===== src/rtl/spi_resp_tx_if.sv =====
// spi_resp_tx_if: enqueue handshake and status flags between internal logic and the SPI response transmitter
interface spi_resp_tx_if #(parameter int DEPTH = 4);
  logic [7:0] tx_data;
  logic tx_valid, tx_ready, byte_done, underflow, abort;
  logic [$clog2(DEPTH):0] level;
  modport master(output tx_data, tx_valid, input tx_ready, level, byte_done, underflow, abort);
  modport slave(input tx_data, tx_valid, output tx_ready, level, byte_done, underflow, abort);
endinterface


===== src/rtl/spi_resp_tx.sv =====
// spi_resp_tx: SPI mode-0 slave transmitter shifting queued response bytes out MSB-first on sdo
module spi_resp_tx #(
  parameter int DEPTH = 4,
  parameter logic [7:0] IDLE_BYTE = 8'h00
) (
  input  logic clk,
  input  logic reset,
  input  logic sck,
  input  logic cs,
  output logic sdo,
  spi_resp_tx_if.slave tx
);
  localparam int AW = $clog2(DEPTH);
  typedef enum logic {IDLE, SHIFT} state_t;
  state_t state_q, state_d;
  logic [2:0] sck_q, cs_q;
  logic rise_q, fall_q, csf_q, csr_q;
  logic [7:0] mem_q [DEPTH];
  logic [AW-1:0] wptr_q, rptr_q;
  logic [AW:0] level_q, level_d;
  logic [7:0] shreg_q, shreg_d;
  logic [2:0] cnt_q, cnt_d;
  logic fresh_q, fresh_d, bd_q, bd_d, uf_q, uf_d, ab_q, ab_d;
  logic load, push, pop, flush;
  assign push = tx.tx_valid && tx.tx_ready;
  assign pop = load && level_q != '0;
  assign level_d = flush ? {{AW{1'b0}}, push} : level_q + {{AW{1'b0}}, push} - {{AW{1'b0}}, pop};
  assign tx.tx_ready = level_q != (AW+1)'(DEPTH);
  assign tx.level = level_q;
  assign tx.byte_done = bd_q;
  assign tx.underflow = uf_q;
  assign tx.abort = ab_q;
  assign sdo = state_q == SHIFT && shreg_q[7];
  // [0],[1] synchronise the pin, [2] is the edge-detect history
  always_ff @(posedge clk or posedge reset)
    if (reset) begin
      sck_q <= 3'b000;
      cs_q <= 3'b111;
      rise_q <= 1'b0;
      fall_q <= 1'b0;
      csf_q <= 1'b0;
      csr_q <= 1'b0;
    end else begin
      sck_q <= {sck_q[1:0], sck};
      cs_q <= {cs_q[1:0], cs};
      rise_q <= sck_q[1] && !sck_q[2];
      fall_q <= !sck_q[1] && sck_q[2];
      csf_q <= !cs_q[1] && cs_q[2];
      csr_q <= cs_q[1] && !cs_q[2];
    end
  always_ff @(posedge clk)
    if (push) mem_q[wptr_q] <= tx.tx_data;
  always_ff @(posedge clk or posedge reset)
    if (reset) begin
      state_q <= IDLE;
      wptr_q <= '0;
      rptr_q <= '0;
      level_q <= '0;
      shreg_q <= '0;
      cnt_q <= '0;
      fresh_q <= 1'b0;
      bd_q <= 1'b0;
      uf_q <= 1'b0;
      ab_q <= 1'b0;
    end else begin
      state_q <= state_d;
      wptr_q <= push ? wptr_q + 1'b1 : wptr_q;
      rptr_q <= flush ? wptr_q : pop ? rptr_q + 1'b1 : rptr_q;
      level_q <= level_d;
      shreg_q <= shreg_d;
      cnt_q <= cnt_d;
      fresh_q <= fresh_d;
      bd_q <= bd_d;
      uf_q <= uf_d;
      ab_q <= ab_d;
    end
  // a mid-byte deselect aborts the whole response, so the queue is flushed with it
  always_comb begin
    state_d = state_q;
    shreg_d = shreg_q;
    cnt_d = cnt_q;
    fresh_d = fresh_q;
    bd_d = 1'b0;
    uf_d = 1'b0;
    ab_d = 1'b0;
    load = 1'b0;
    flush = 1'b0;
    if (state_q == IDLE) begin
      cnt_d = '0;
      load = csf_q;
      state_d = csf_q ? SHIFT : IDLE;
    end else if (csr_q) begin
      state_d = IDLE;
      cnt_d = '0;
      ab_d = cnt_q != '0;
      flush = cnt_q != '0;
    end else if (rise_q) begin
      cnt_d = cnt_q + 3'd1;
      bd_d = cnt_q == 3'd7;
      fresh_d = 1'b0;
    end else if (fall_q) begin
      shreg_d = cnt_q != '0 ? {shreg_q[6:0], 1'b0} : shreg_q;
      load = cnt_q == '0 && !fresh_q;
    end
    if (load) begin
      shreg_d = level_q != '0 ? mem_q[rptr_q] : IDLE_BYTE;
      uf_d = level_q == '0;
      fresh_d = 1'b1;
    end
  end
endmodule

===== src/flat_wrapper.sv =====
// flat-port wrapper written by rule: the top's interface ports become plain ports
module spi_resp_tx_flat 
#(
  parameter int DEPTH = 4,
  parameter logic [7:0] IDLE_BYTE = 8'h00
)
  (clk, reset, sck, cs, sdo, tx_tx_data, tx_tx_valid, tx_tx_ready, tx_level, tx_byte_done, tx_underflow, tx_abort);
  spi_resp_tx_if #(.DEPTH(DEPTH)) tx_i ();
  input  logic clk;
  input  logic reset;
  input  logic sck;
  input  logic cs;
  output logic sdo;
  input wire logic [$bits(tx_i.tx_data)-1:0] tx_tx_data;
  input wire logic [$bits(tx_i.tx_valid)-1:0] tx_tx_valid;
  output wire logic [$bits(tx_i.tx_ready)-1:0] tx_tx_ready;
  output wire logic [$bits(tx_i.level)-1:0] tx_level;
  output wire logic [$bits(tx_i.byte_done)-1:0] tx_byte_done;
  output wire logic [$bits(tx_i.underflow)-1:0] tx_underflow;
  output wire logic [$bits(tx_i.abort)-1:0] tx_abort;
  assign tx_i.tx_data = tx_tx_data;
  assign tx_i.tx_valid = tx_tx_valid;
  assign tx_tx_ready = tx_i.tx_ready;
  assign tx_level = tx_i.level;
  assign tx_byte_done = tx_i.byte_done;
  assign tx_underflow = tx_i.underflow;
  assign tx_abort = tx_i.abort;
  spi_resp_tx #(.DEPTH(DEPTH), .IDLE_BYTE(IDLE_BYTE)) u_core (.clk(clk), .reset(reset), .sck(sck), .cs(cs), .sdo(sdo), .tx(tx_i));
endmodule

===== config.mk =====
export PLATFORM = sky130hd
export DESIGN_NAME = spi_resp_tx_flat
export DESIGN_NICKNAME = d
export VERILOG_FILES = /design/src/rtl/spi_resp_tx_if.sv /design/src/rtl/spi_resp_tx.sv /design/src/flat_wrapper.sv
export SDC_FILE = /design/constraint.sdc
export NUM_CORES = 1
export LEC_CHECK = 0
export ABC_AREA = 0
export BUFFER_PORTS_ARGS = -buffer_cell sky130_fd_sc_hd__buf_4
export CAP_MARGIN = 20
export CORE_ASPECT_RATIO = 2
export CORE_MARGIN = 5
export CORE_UTILIZATION = 53
export DETAILED_ROUTE_END_ITERATION = 12
export MAX_ROUTING_LAYER = met4
export PLACE_DENSITY = 0.82
export SYNTH_ARGS = -nofsm -noshare
export SYNTH_HDL_FRONTEND = slang
export SYNTH_SLANG_ARGS = --single-unit

===== constraint.sdc =====
create_clock -name clk -period 4.31 [get_ports clk]
set_clock_uncertainty 0.1 [all_clocks]
set_input_delay 0.431 -clock clk [delete_from_list [all_inputs] [get_ports clk]]
set_output_delay 0.431 -clock clk [all_outputs]
set_load 0.05 [all_outputs]

==> flow_summary.yaml <==
clocking:
  clockBufferDepth: 2
  clk-insertion-delay-late_ns: 0.33
  numCtsBuffers: 9
  ctsHoldBuffers: 0
  post_cts_buffers: 0
  clock_sinks: 65
  clk_pin_slew_ns: 0.07
  cts_tree: "built"
  root_buffer: "clkbuf_8"
  h-tree-depth: 3
  ctsResizeCount: 0
timing:
  finalSetupTns_ns: 0
  drv_slew: 0
  finalCriticalPeriod_ns: 2.744
  fmax_ghz: 0.3645
  setup_viol: 0
  rsz0062_at_grt: "false"
  finalWorstSetupSlack_ns: 1.566
  period_share_pct: 63.66
  worstMarginPinSlew_ns: 0.5960
  finalHoldViolCount: 0
  relSlewSlack_pct: 60.27
critical_path:
  path_cells: "inv_1, ha_1, or3b_1, o21a_4, nor2_1, ha_1, inv_1, ha_1, fa_1, and2_1"
  r2r-end: "u_core.tx.level[1]"
  slowest_delay_ns: 0.48
  start_kind: "flop"
  worstSetupEndpointType: "flop"
  critPathArrivalTime_ns: 2.87
  cp_slowest_cell: "or3b_1"
  crit_type: "flop to flop"
  crit_required_ns: 4.44
  crit_top_cell: "ha_1"
  worstPathMaxFanout: 14
  reg2reg_depth: 10
  r2r-start: "u_core.cnt_q[0]"
  timing.critical_path.buf_inv: 2
  cp_top_family: "adder cells"
  ff2ff_setup_slack_ns: 1.57
floorplanning:
  initial_core_util_pct: 54.05
  dieArea_mm2: 0.006823
  core_mm2: 0.005092
  die_w_um: 60.96
  num_io_pins: 21
  die_h_um: 111.9
  num_rows: 37
synth:
  synth_ff_type: "edfxtp_1"
  syn_inst: 183
  synth_fp_nets: 206
  postSynth.asyncResetShare_pct: 50.77
  synth_seq_cells: 65
  syn_area_mm2: 0.002753
  seq_area_frac_synth_pct: 65.05
  synth-edff-count: 32
  yosysTopAreaCell: "edfxtp_1"
  synth.top_cell.area_share_pct: 34.91
  syn_area_per_cell_um2: 15.04
  ys_types: 35
  synth_area_leaders: "edfxtp_1, dfrtp_1, mux4_2"
  synth_warnings: 0
layout:
  seq_area_mm2: 0.001790
  utilization_pct: 61.43
  areaGrowthSynthToFinish_pct: 13.64
  layout.cells.non_filler: 269
  drive_above_1_share_pct: 27.96
  diodes: 0
  nNetsFinal: 229
  fill_cells: 402
  multiInputGateArea_um2: 845.8
run_status:
  outcome: "finished clean"
global_routing:
  grt_max_degree: 34
  grt_pass1_vias: 1592
  grt_util_all_layers_pct: 15.84
  grt_overflow: 0
  grt_antenna_before_repair: 0
  grt_pass1_wl_um: 7431
power_and_ir_drop:
  ir_worst_vdd_mv: 0.4131
  p_total_mw: 1.972
  leakagePower_nw: 1.297
  powerDensity_mw_per_mm2: 630.5
routing:
  drt-initial-drc-count: 16
  wire_per_inst_um: 16.07
  ant_nets: 0
  remaining_drc_errors: 0
  viasPerCell: 5.442
  vias: 1464
  drtPass1Iterations: 4
  finalWirelength_um: 4323
placement:
  place_inst: 253
  dp_slack_ns: 1.568
  gp_congestion: 0.7815
  port_buffers: 20
  hpwl_um: 3169
job:
  drv_cap: 0
min_path:
  worstHoldPathType: "input pin to async pin"
layer usage:
metal	track usage [%]	routed length, um	vias up
met5	-	0	-
met1	16.27	1575	729
met2	25.38	2499	21
met4	10.27	114	0
li1	-	-	705
met3	4.176	134	9
cell usage in the layout (no fill, tap or decap), types with 4 or more instances in the layout:
cell	instances
and3_1	4
buf_4	22
clkbuf_8	9
dfrtp_1	30
edfxtp_1	32
ha_1	9
inv_1	18
mux2_2	9
mux4_2	8
nand2_1	4
nor2_1	7
nor2b_1	5
o211ai_1	9
o31ai_1	8
xnor2_1	4
cell type report:
cell class,instances,share of cell area [%]
inverters,18,2.160
clock inverters,6,1.880
clock buffers,10,4.080
flip-flops and latches,65,57.24
well taps,58,2.320
multi-input cells,90,27.04
repair buffers,22,5.280
cell families (layout without fill, tap and decap cells):
family | count (synthesis) | in the layout | share of synthesized area, %
fa+ha+maj | 10 | 10 | 4.818
xor+xnor | 4 | 4 | 1.273
flops | 65 | 65 | 65.05
simple gates | 34 | 34 | 7.000
mux | 19 | 19 | 10.95
buf+inv | 28 | 56 | 4.227
compound gates | 23 | 23 | 6.682
how the worst max path moves through the flow:
stage	startpoint	slack (ns)	endpoint	depth (start not counted)
after floorplan	u_core.cnt_q[0]	1.56	u_core.tx.level[1]	12
after global placement	u_core.cnt_q[0]	1.61	u_core.tx.level[1]	10
after detailed placement	u_core.cnt_q[0]	1.57	u_core.tx.level[1]	10
after CTS	u_core.cnt_q[0]	1.55	u_core.tx.level[1]	10
after global routing	u_core.cnt_q[1]	1.42	u_core.tx.level[1]	10
final	u_core.cnt_q[0]	1.57	u_core.tx.level[1]	10
worst min-delay path, stage by stage:
cell   delay, ns
buf_4       0.11
inv_1       0.04
buf_4       0.36
cells in the mapped netlist, types with 2 or more instances:
| cell | instances |
|---|---|
| o31ai_1 | 8 |
| dfrtp_1 | 30 |
| and2_1 | 3 |
| nor2_1 | 7 |
| inv_1 | 18 |
| clkbuf_1 | 6 |
| mux2i_1 | 2 |
| ha_1 | 9 |
| and3_1 | 4 |
| mux2_2 | 9 |
| nor2b_1 | 5 |
| mux4_2 | 8 |
| dfstp_2 | 3 |
| buf_2 | 3 |
| o211ai_1 | 9 |
| xnor2_1 | 4 |
| edfxtp_1 | 32 |
| nand2_1 | 4 |
| nand2b_1 | 3 |
where the power goes:
part | switching (mW) | total, mW | internal, mW | leakage [nW]
sequential | 0.115 | 0.919 | 0.804 | 0.702
clock | 0.219 | 0.481 | 0.263 | 0.0897
combinational | 0.301 | 0.572 | 0.271 | 0.505
total | 0.635 | 1.97 | 1.34 | 1.30
flip-flops by register name, summed over array words and instances, names as in the netlist:
signal and flops:
u_core.csf_q 1, u_core.rptr_q 2, u_core.tx.byte_done 1, u_core.wptr_q 2, u_core.cs_q 3, u_core.sck_q 3, u_core.mem_q 32, u_core.shreg_q 8
u_core.tx.underflow 1, u_core.rise_q 1, u_core.csr_q 1, u_core.tx.level 3, u_core.fall_q 1, u_core.tx.abort 1, u_core.fresh_q 1, u_core.cnt_q 3
u_core.state_q 1
through the flow:
stage	instance area, um2	hold slack, ns
after floorplan	2753	0.2312
after global placement	2942	0.2362
after detailed placement	2942	0.2347
after CTS	3128	0.07049
after global routing	3128	0.07636
final	3128	0.07707
No activity file was read; power rests on OpenSTA's default activity.
